## config.mk

```make
export PLATFORM = sky130hd
export DESIGN_NAME = axis_skid_buffer_flat
export DESIGN_NICKNAME = d
export VERILOG_FILES = /design/src/rtl/axis_skid_buffer_if.sv /design/src/rtl/axis_skid_buffer.sv /design/src/flat_wrapper.sv
export SDC_FILE = /design/constraint.sdc
export NUM_CORES = 1
export LEC_CHECK = 0
export BUFFER_PORTS_ARGS = -buffer_cell sky130_fd_sc_hd__buf_4
export CORE_MARGIN = 4
export CORE_UTILIZATION = 30
export CTS_BUF_LIST = sky130_fd_sc_hd__clkbuf_4 sky130_fd_sc_hd__clkbuf_8
export DETAILED_ROUTE_END_ITERATION = 16
export GPL_TIMING_DRIVEN = 0
export PLACE_DENSITY_LB_ADDON = 0.08
export SETUP_SLACK_MARGIN = 0.3
export SLEW_MARGIN = 20
export SYNTH_ARGS = -nofsm -noshare
export SYNTH_HDL_FRONTEND = slang
export SYNTH_SLANG_ARGS = --single-unit
```

## constraint.sdc

```tcl
create_clock -name clk -period 1.5 [get_ports clk]
set_clock_uncertainty 0.1 [all_clocks]
set_input_delay 0.3 -clock clk [delete_from_list [all_inputs] [get_ports clk]]
set_output_delay 0.3 -clock clk [all_outputs]
set_load 0.01 [all_outputs]
```

## src/rtl/axis_skid_buffer_if.sv

```systemverilog
// AXI-Stream channel bundle (valid/ready/data) used on both sides of the skid buffer.
interface axis_skid_buffer_if #(
    parameter int BUS_W = 8
) ();
    logic             valid;
    logic             ready;
    logic [BUS_W-1:0] data;

    modport master (output valid, output data, input ready);
    modport slave  (input valid, input data, output ready);
endinterface

```

## src/rtl/axis_skid_buffer.sv

```systemverilog
// Two-entry AXI-Stream register slice: every output is a flop, one beat per clock, order preserved.
// Define SKID_BUFFER_ASSERTIONS_EN to compile in the protocol checker.
module axis_skid_buffer #(
    parameter int BUS_W = 8
) (
    input  logic                     clk,
    input  logic                     rstn,
    axis_skid_buffer_if.slave        s,
    axis_skid_buffer_if.master       m
);
    typedef enum logic [1:0] {
        ST_EMPTY = 2'b00,
        ST_BUSY  = 2'b01,
        ST_FULL  = 2'b10
    } state_e;

    // Power-on values match the reset values so the slice works without a reset pulse.
    state_e           state_r     = ST_EMPTY;
    logic             m_valid_r   = 1'b0;
    logic             s_ready_r   = 1'b1;
    logic [BUS_W-1:0] m_data_r    = {BUS_W{1'b0}};
    logic [BUS_W-1:0] skid_data_r = {BUS_W{1'b0}};

    state_e           state_s;
    logic             m_valid_s;
    logic             s_ready_s;
    logic [BUS_W-1:0] m_data_s;
    logic [BUS_W-1:0] skid_data_s;
    logic             in_hs_s;
    logic             out_hs_s;

    // Handshake decode from registered ready/valid only.
    always_comb begin
        in_hs_s  = s.valid & s_ready_r;
        out_hs_s = m_valid_r & m.ready;
    end

    // Next-state and next-register values.
    always_comb begin
        state_s     = state_r;
        m_data_s    = m_data_r;
        skid_data_s = skid_data_r;
        case (state_r)
            ST_EMPTY: begin
                if (in_hs_s) begin
                    m_data_s = s.data;
                    state_s  = ST_BUSY;
                end else begin
                    state_s  = ST_EMPTY;
                end
            end
            ST_BUSY: begin
                if (in_hs_s && out_hs_s) begin
                    m_data_s = s.data;
                    state_s  = ST_BUSY;
                end else if (in_hs_s) begin
                    skid_data_s = s.data;
                    state_s     = ST_FULL;
                end else if (out_hs_s) begin
                    state_s = ST_EMPTY;
                end else begin
                    state_s = ST_BUSY;
                end
            end
            ST_FULL: begin
                if (out_hs_s) begin
                    m_data_s = skid_data_r;
                    state_s  = ST_BUSY;
                end else begin
                    state_s  = ST_FULL;
                end
            end
            default: begin
                state_s = ST_EMPTY;
            end
        endcase
        // Flags are decoded from the next state so they land in flops alongside it.
        m_valid_s = (state_s != ST_EMPTY);
        s_ready_s = (state_s != ST_FULL);
    end

    // State and handshake flag registers.
    always_ff @(posedge clk or negedge rstn) begin
        if (!rstn) begin
            state_r   <= ST_EMPTY;
            m_valid_r <= 1'b0;
            s_ready_r <= 1'b1;
        end else begin
            state_r   <= state_s;
            m_valid_r <= m_valid_s;
            s_ready_r <= s_ready_s;
        end
    end

    // Output and skid data registers.
    always_ff @(posedge clk or negedge rstn) begin
        if (!rstn) begin
            m_data_r    <= {BUS_W{1'b0}};
            skid_data_r <= {BUS_W{1'b0}};
        end else begin
            m_data_r    <= m_data_s;
            skid_data_r <= skid_data_s;
        end
    end

    assign m.valid = m_valid_r;
    assign m.data  = m_data_r;
    assign s.ready = s_ready_r;

`ifdef SKID_BUFFER_ASSERTIONS_EN
    logic skid_valid_s;
    assign skid_valid_s = (state_r == ST_FULL);

    axis_skid_buffer_chk #(.BUS_W(BUS_W)) u_chk (
        .clk        (clk),
        .rstn       (rstn),
        .s_valid    (s.valid),
        .s_ready    (s_ready_r),
        .m_valid    (m_valid_r),
        .m_ready    (m.ready),
        .m_data     (m_data_r),
        .skid_valid (skid_valid_s)
    );
`endif
endmodule

`ifdef SKID_BUFFER_ASSERTIONS_EN
// Protocol checker bound inside the slice when assertions are enabled.
module axis_skid_buffer_chk #(
    parameter int BUS_W = 8
) (
    input logic             clk,
    input logic             rstn,
    input logic             s_valid,
    input logic             s_ready,
    input logic             m_valid,
    input logic             m_ready,
    input logic [BUS_W-1:0] m_data,
    input logic             skid_valid
);
    a_hold: assert property (@(posedge clk) disable iff (!rstn)
        (m_valid && !m_ready) |=> (m_valid && $stable(m_data)))
        else $error("skid buffer: output changed under backpressure");

    a_ready_when_empty: assert property (@(posedge clk) disable iff (!rstn)
        (!skid_valid && !m_valid) |-> s_ready)
        else $error("skid buffer: s_ready low while empty");

    a_no_overflow: assert property (@(posedge clk) disable iff (!rstn)
        skid_valid |-> !(s_valid && s_ready))
        else $error("skid buffer: input accepted while full");

    a_no_x: assert property (@(posedge clk) disable iff (!rstn)
        !$isunknown({m_valid, s_ready}))
        else $error("skid buffer: X on m_valid or s_ready");
endmodule
`endif

```

## src/flat_wrapper.sv

```systemverilog
// flat-port wrapper written by rule: the top's interface ports become plain ports
module axis_skid_buffer_flat 
#(
    parameter int BUS_W = 8
)
  (clk, rstn, s_valid, s_data, s_ready, m_valid, m_data, m_ready);
  axis_skid_buffer_if #(.BUS_W(BUS_W)) s_i ();
  axis_skid_buffer_if #(.BUS_W(BUS_W)) m_i ();
  input  logic clk;
  input  logic rstn;
  input wire logic [$bits(s_i.valid)-1:0] s_valid;
  input wire logic [$bits(s_i.data)-1:0] s_data;
  output wire logic [$bits(s_i.ready)-1:0] s_ready;
  output wire logic [$bits(m_i.valid)-1:0] m_valid;
  output wire logic [$bits(m_i.data)-1:0] m_data;
  input wire logic [$bits(m_i.ready)-1:0] m_ready;
  assign s_i.valid = s_valid;
  assign s_i.data = s_data;
  assign s_ready = s_i.ready;
  assign m_valid = m_i.valid;
  assign m_data = m_i.data;
  assign m_i.ready = m_ready;
  axis_skid_buffer #(.BUS_W(BUS_W)) u_core (.clk(clk), .rstn(rstn), .s(s_i), .m(m_i));
endmodule
```

Yosys cells after proc, flatten, opt, wreduce, memory -nomap -nowiden

Index checks and enable logic that the tools add are counted.

$add $sub $neg: 0
Multiply operators: 0
Div/mod/pow operators: 0
$lt $le $gt $ge: 0
Equality and inequality tests: 6
Shift-type cells: 0
Multiplexer cells: 10
Bitwise operators: 3
Reduce and logical (&&, ||, !) cells: 6

Operators with widths:

| operator                                                         | count |
|---|---|
| 8-bit 2-to-1 mux                                                 | 3 |
| 8-bit one-hot mux with 3 select lines                            | 1 |
| 2-bit 2-to-1 mux                                                 | 3 |
| 2-bit by 1-bit != test with 1-bit output (second input constant) | 3 |
| 2-bit one-hot mux with 3 select lines                            | 1 |
| 4-bit AND reduction                                              | 1 |
| 3-bit AND reduction                                              | 1 |
| 3-bit nonzero test                                               | 1 |
| 1-bit bitwise AND                                                | 2 |
| 2-bit by 1-bit == test with 1-bit output (second input constant) | 1 |
| 2-bit == test (second input constant)                            | 1 |
| 2-bit zero test                                                  | 1 |
| 1-bit 2-to-1 mux                                                 | 2 |
| 2-bit != test (second input constant)                            | 1 |
| 2-bit nonzero test                                               | 1 |
| 1-bit logical AND                                                | 1 |
| 1-bit inverter                                                   | 1 |

Register bits after elaboration: 20
Bits in latches: 0
RAM bits: 0
Memory bits (read-only): 0
Input port bits: 12
Output and inout port bits: 10
Logic and storage cells: 30
Memories: 0

Logic depth before layout (Yosys ltp)

Word-level depth: 6
Depth in mapped cells: 4
Depth with buffers taken out: 4

Worst setup path after synthesis

Ideal clock, no wire load.

Path type: register -> register
Start: reg u_core.s_ready_r, in the netlist u_core.s.ready
End: reg u_core.m_data_r[0], in the netlist u_core.m.data[0]
Setup time: 0.125 ns
Arrival time: 1.294 ns
Data required time: 1.275 ns
Setup slack: -0.018 ns
Cell stages (with the launch flop): 5
Path buffers: 0
Period minus slack after synthesis: 1.518 ns
Cells stage by stage: dfstp_2 > nand2_1 > nor3_1 > a21oi_4 > mux2_2

Word-level cells in the longest chain between the ends: 4
Elaborated cells between the ends (all ways): 5
Those cells by class: eq/ne: 2; bitwise: 1; reduce/logical: 2

Ends and longest elaborated chain:

| item                                               | line                    | text |
|---|---|---|
| start: declaration                                 | axis_skid_buffer.sv:20  | `logic s_ready_r = 1'b1;` |
| start signal: assignment                           | axis_skid_buffer.sv:91  | `s_ready_r <= s_ready_s;` |
| 1-bit bitwise AND *                                | axis_skid_buffer.sv:34  | `in_hs_s = s.valid & s_ready_r;` |
| 1-bit logical AND                                  | axis_skid_buffer.sv:53  | `if (in_hs_s && out_hs_s) begin` |
| 2-bit by 1-bit != test with 1-bit output (no line) | --                      |  |
| 4-bit AND reduction (no line) *                    | --                      |  |
| end signal: assignment                             | axis_skid_buffer.sv:98  | `m_data_r <= {BUS_W{1'b0}};` |
| end signal: assignment                             | axis_skid_buffer.sv:101 | `m_data_r <= m_data_s;` |
| end: declaration                                   | axis_skid_buffer.sv:21  | `logic [BUS_W-1:0] m_data_r = {BUS_W{1'b0}};` |

Mark *: on every way between the ends. The rest lies on a longest branch, timed or not.
A chain may end at the register's enable or synchronous reset.

Final worst setup path

Start: reg u_core.s_ready_r, in the netlist u_core.s.ready
End: reg u_core.m_data_r[5], in the netlist u_core.m.data[5]

Same word-level chain as after synthesis.

==> results.md <==
* Status: finished with violations
* Failing checks: setup timing
* Min Hold Slack at 0.130 ns
* Max Cap Violations at 0
* Critical path arrival at 1.64 ns
* Max frequency at 651 MHz
* Die ar. at 4060 um2
* CP Max Fanout at 6
* CTS sink count at 20
* CP Data Required Time at 1.60 ns
* Min cycle time layout at 1.54 ns
* CTS tree: built
* Share of cells above drive strength 1 at 74.5%
* Mapped Area at 932 um2
* Clk pin slew, worst setup/hold paths at 0.12 ns
* Die Wd at 63.7 um
* Antenna violations before repair at 0
* Slew headroom at 82.6%
* Register area share after synthesis at 53.8%
* Final Slew Violations at 0
* Final setup fails at 8
* RSZ-0062 raised after global routing: yes
* Routed WL per cell at 13.8 um
* Avg Inst Size Synth at 15.0 um2
* Number of vias in the routed layout at 639
* Post-synthesis cell count at 62
* Peak VDD IR at 0.823 mV
* H-tree Lvls at 1
* Synth top area share at 51.0%
* Port Buf Inserts at 21
* Vias in the first global route at 693
* #FFs+latches synth at 20
* First-pass GRT wire length at 3220 um
* Fillcell total at 254
* Final period utilization at 102%
* HPWL Detailed at 1160 um
* Drt total wl at 1830 um
* Multi-input gate area in the final layout at 479 um2
* Skew-Pair Late Insertion Delay at 0.30 ns
* Mapped Nets at 74
* Most frequent cell after synthesis: dfrtp_1
* Ranking of synthesized cells by area: dfrtp_1 (51%), mux2_2 (21%), mux2_4 (11%)
* Synth top cells by count: dfrtp_1 (19), mux2_2 (17), mux2_4 (7)
* Total gr overflow at 0
* Synthesis-to-finish area growth at 50.7%
* Least-Margin Pin Slew at 0.262 ns
* Drt pass-1 iters at 4
* Final Hold Vio Count at 0
* CTS Buffer Depth at 2
* Final setup margin at -0.0372 ns
* Cell row count at 19
* Yosys cell types at 20
* Critical path capture point type: register
* Setup Crit Path Kind: reg2reg
* Initial Util at 32.7%
* Drt drc at 0
* Vias per cell at 4.80
* Static leakage at 0.673 nW
* Ys async rst share at 100%
* Warnings, synthesis at 0
* Total power at 2.75 mW
* Power per cell area at 1960 nW/um2
* Number of enable flip-flop cells after synthesis at 0
* Routed Antenna Nets at 0
* Storage cell area at 504 um2
* Core ar. at 2850 um2
* Nets at 115
* Number of diodes at 0
* Startpoint types: register
* Die Y at 63.7 um
* Top FF cell, synth: dfrtp_1
* Clock tree root buffer cell: clkbuf_4
* Largest net degree at the start of global routing at 21
* Num CTS Buffers at 3
* Worst hold path class: in2reg
* DRT iter0 DRCs at 18
* All-Layer GR Usage at 10.3%
* Gp weighted congestion at 0.688
* I/O Pins at 22
* Post-synth top area cell: dfrtp_1
routing by layer:
metal	share of wire, %	track usage (%)	up-vias
li1	-	-	303
met4	1.5	3.77	0
met5	0	0	-
met1	45	11.2	314
met3	6.0	4.55	4
met2	47	17.7	18
worst paths after layout:
path	slack, ns	from	to	cells after the start
worst max-delay path	-0.04	u_core.s.ready$_DFF_PN1_	u_core.m.data[5]$_DFFE_PN0P_	5
worst min-delay path	0.13	s_data[6]	u_core.skid_data_r[6]$_DFFE_PN0P_	2
worst max register to register	-0.04	u_core.s.ready$_DFF_PN1_	u_core.m.data[5]$_DFFE_PN0P_	5
worst min register to register	0.42	u_core.skid_data_r[5]$_DFFE_PN0P_	u_core.skid_data_r[5]$_DFFE_PN0P_	1
max in group asynchronous	0.73	rstn	u_core.s.ready$_DFF_PN1_	2
min in group asynchronous	0.30	rstn	u_core.state_r[1]$_DFF_PN0_	2
stage by stage:
stage	utilization, %	setup WS, ns	std cells	area (um2)	setup TNS [ns]
finish	49.3	-0.0372	133	1410	-0.207
detailed placement	40.2	-0.170	114	1150	-1.70
global route	49.3	-0.0906	133	1410	-0.978
floorplan	-	0.000684	62	951	0
global placement	40.2	-0.159	114	1150	-1.55
CTS	47.9	-0.0317	129	1370	-0.223
worst max-delay path: stages (launching register included):
cell     delay, ns
dfstp_2       0.57
nand2_4       0.08
o21ai_4       0.17
a21oi_4       0.09
buf_12        0.15
mux2_4        0.28
cell usage in the layout (no fill, tap or decap):
| cell type | count |
|---|---|
| and2_1 | 1 |
| o2bb2ai_1 | 1 |
| mux2_4 | 13 |
| dfrtp_1 | 17 |
| nand3_4 | 1 |
| mux2_2 | 11 |
| clkbuf_8 | 1 |
| nor3_2 | 1 |
| buf_12 | 2 |
| o21ai_1 | 1 |
| a21o_2 | 1 |
| a21oi_1 | 1 |
| dlygate4sd3_1 | 1 |
| a21boi_0 | 1 |
| clkbuf_4 | 3 |
| a21oi_4 | 1 |
| dfrtp_2 | 2 |
| nor2_4 | 1 |
| nand2_2 | 1 |
| buf_4 | 23 |
| nand2_1 | 1 |
| o21ai_4 | 1 |
| o21a_1 | 1 |
| nand3_1 | 1 |
| buf_6 | 11 |
| dfstp_2 | 1 |
| nand2b_4 | 1 |
| nand2_4 | 1 |
cell families (layout without fill, tap and decap cells):
family,after synthesis,after routing,share of synthesized area (%)
AND/OR/NAND/NOR,9,9,5.90
buffers and inverters,1,41,1.21
flip-flops,20,20,53.8
multiplexers,24,24,31.8
AO/OA/AOI/OAI,8,8,7.25
flip-flops by register name, summed over array words and instances, names as in the netlist:
register            count
u_core.state_r          2
u_core.m.valid          1
u_core.m.data           8
u_core.s.ready          1
u_core.skid_data_r      8
final cells by class:
type	instances	share of cell area, %
Multi-Input combinational cell	41	34.1
Tap cell	31	2.76
Timing Repair Buffer	36	23.2
Sequential cell	20	35.9
Buffer	1	1.42
Clock buffer	4	2.58
power breakdown:
part	switching (mW)	internal, mW
logic	0.492	0.955
registers	0.171	0.816
clock network	0.171	0.148
total	0.833	1.92
timing repair:
action                                  CTS  global route
gates resized for setup                  21             4
hold buffers                              1             0
endpoints found under the setup margin   27            30
pin swaps                                 2             1
buffers inserted                         10             4
endpoints found under the hold margin    19             0
Power figures use the tool's default switching activity.
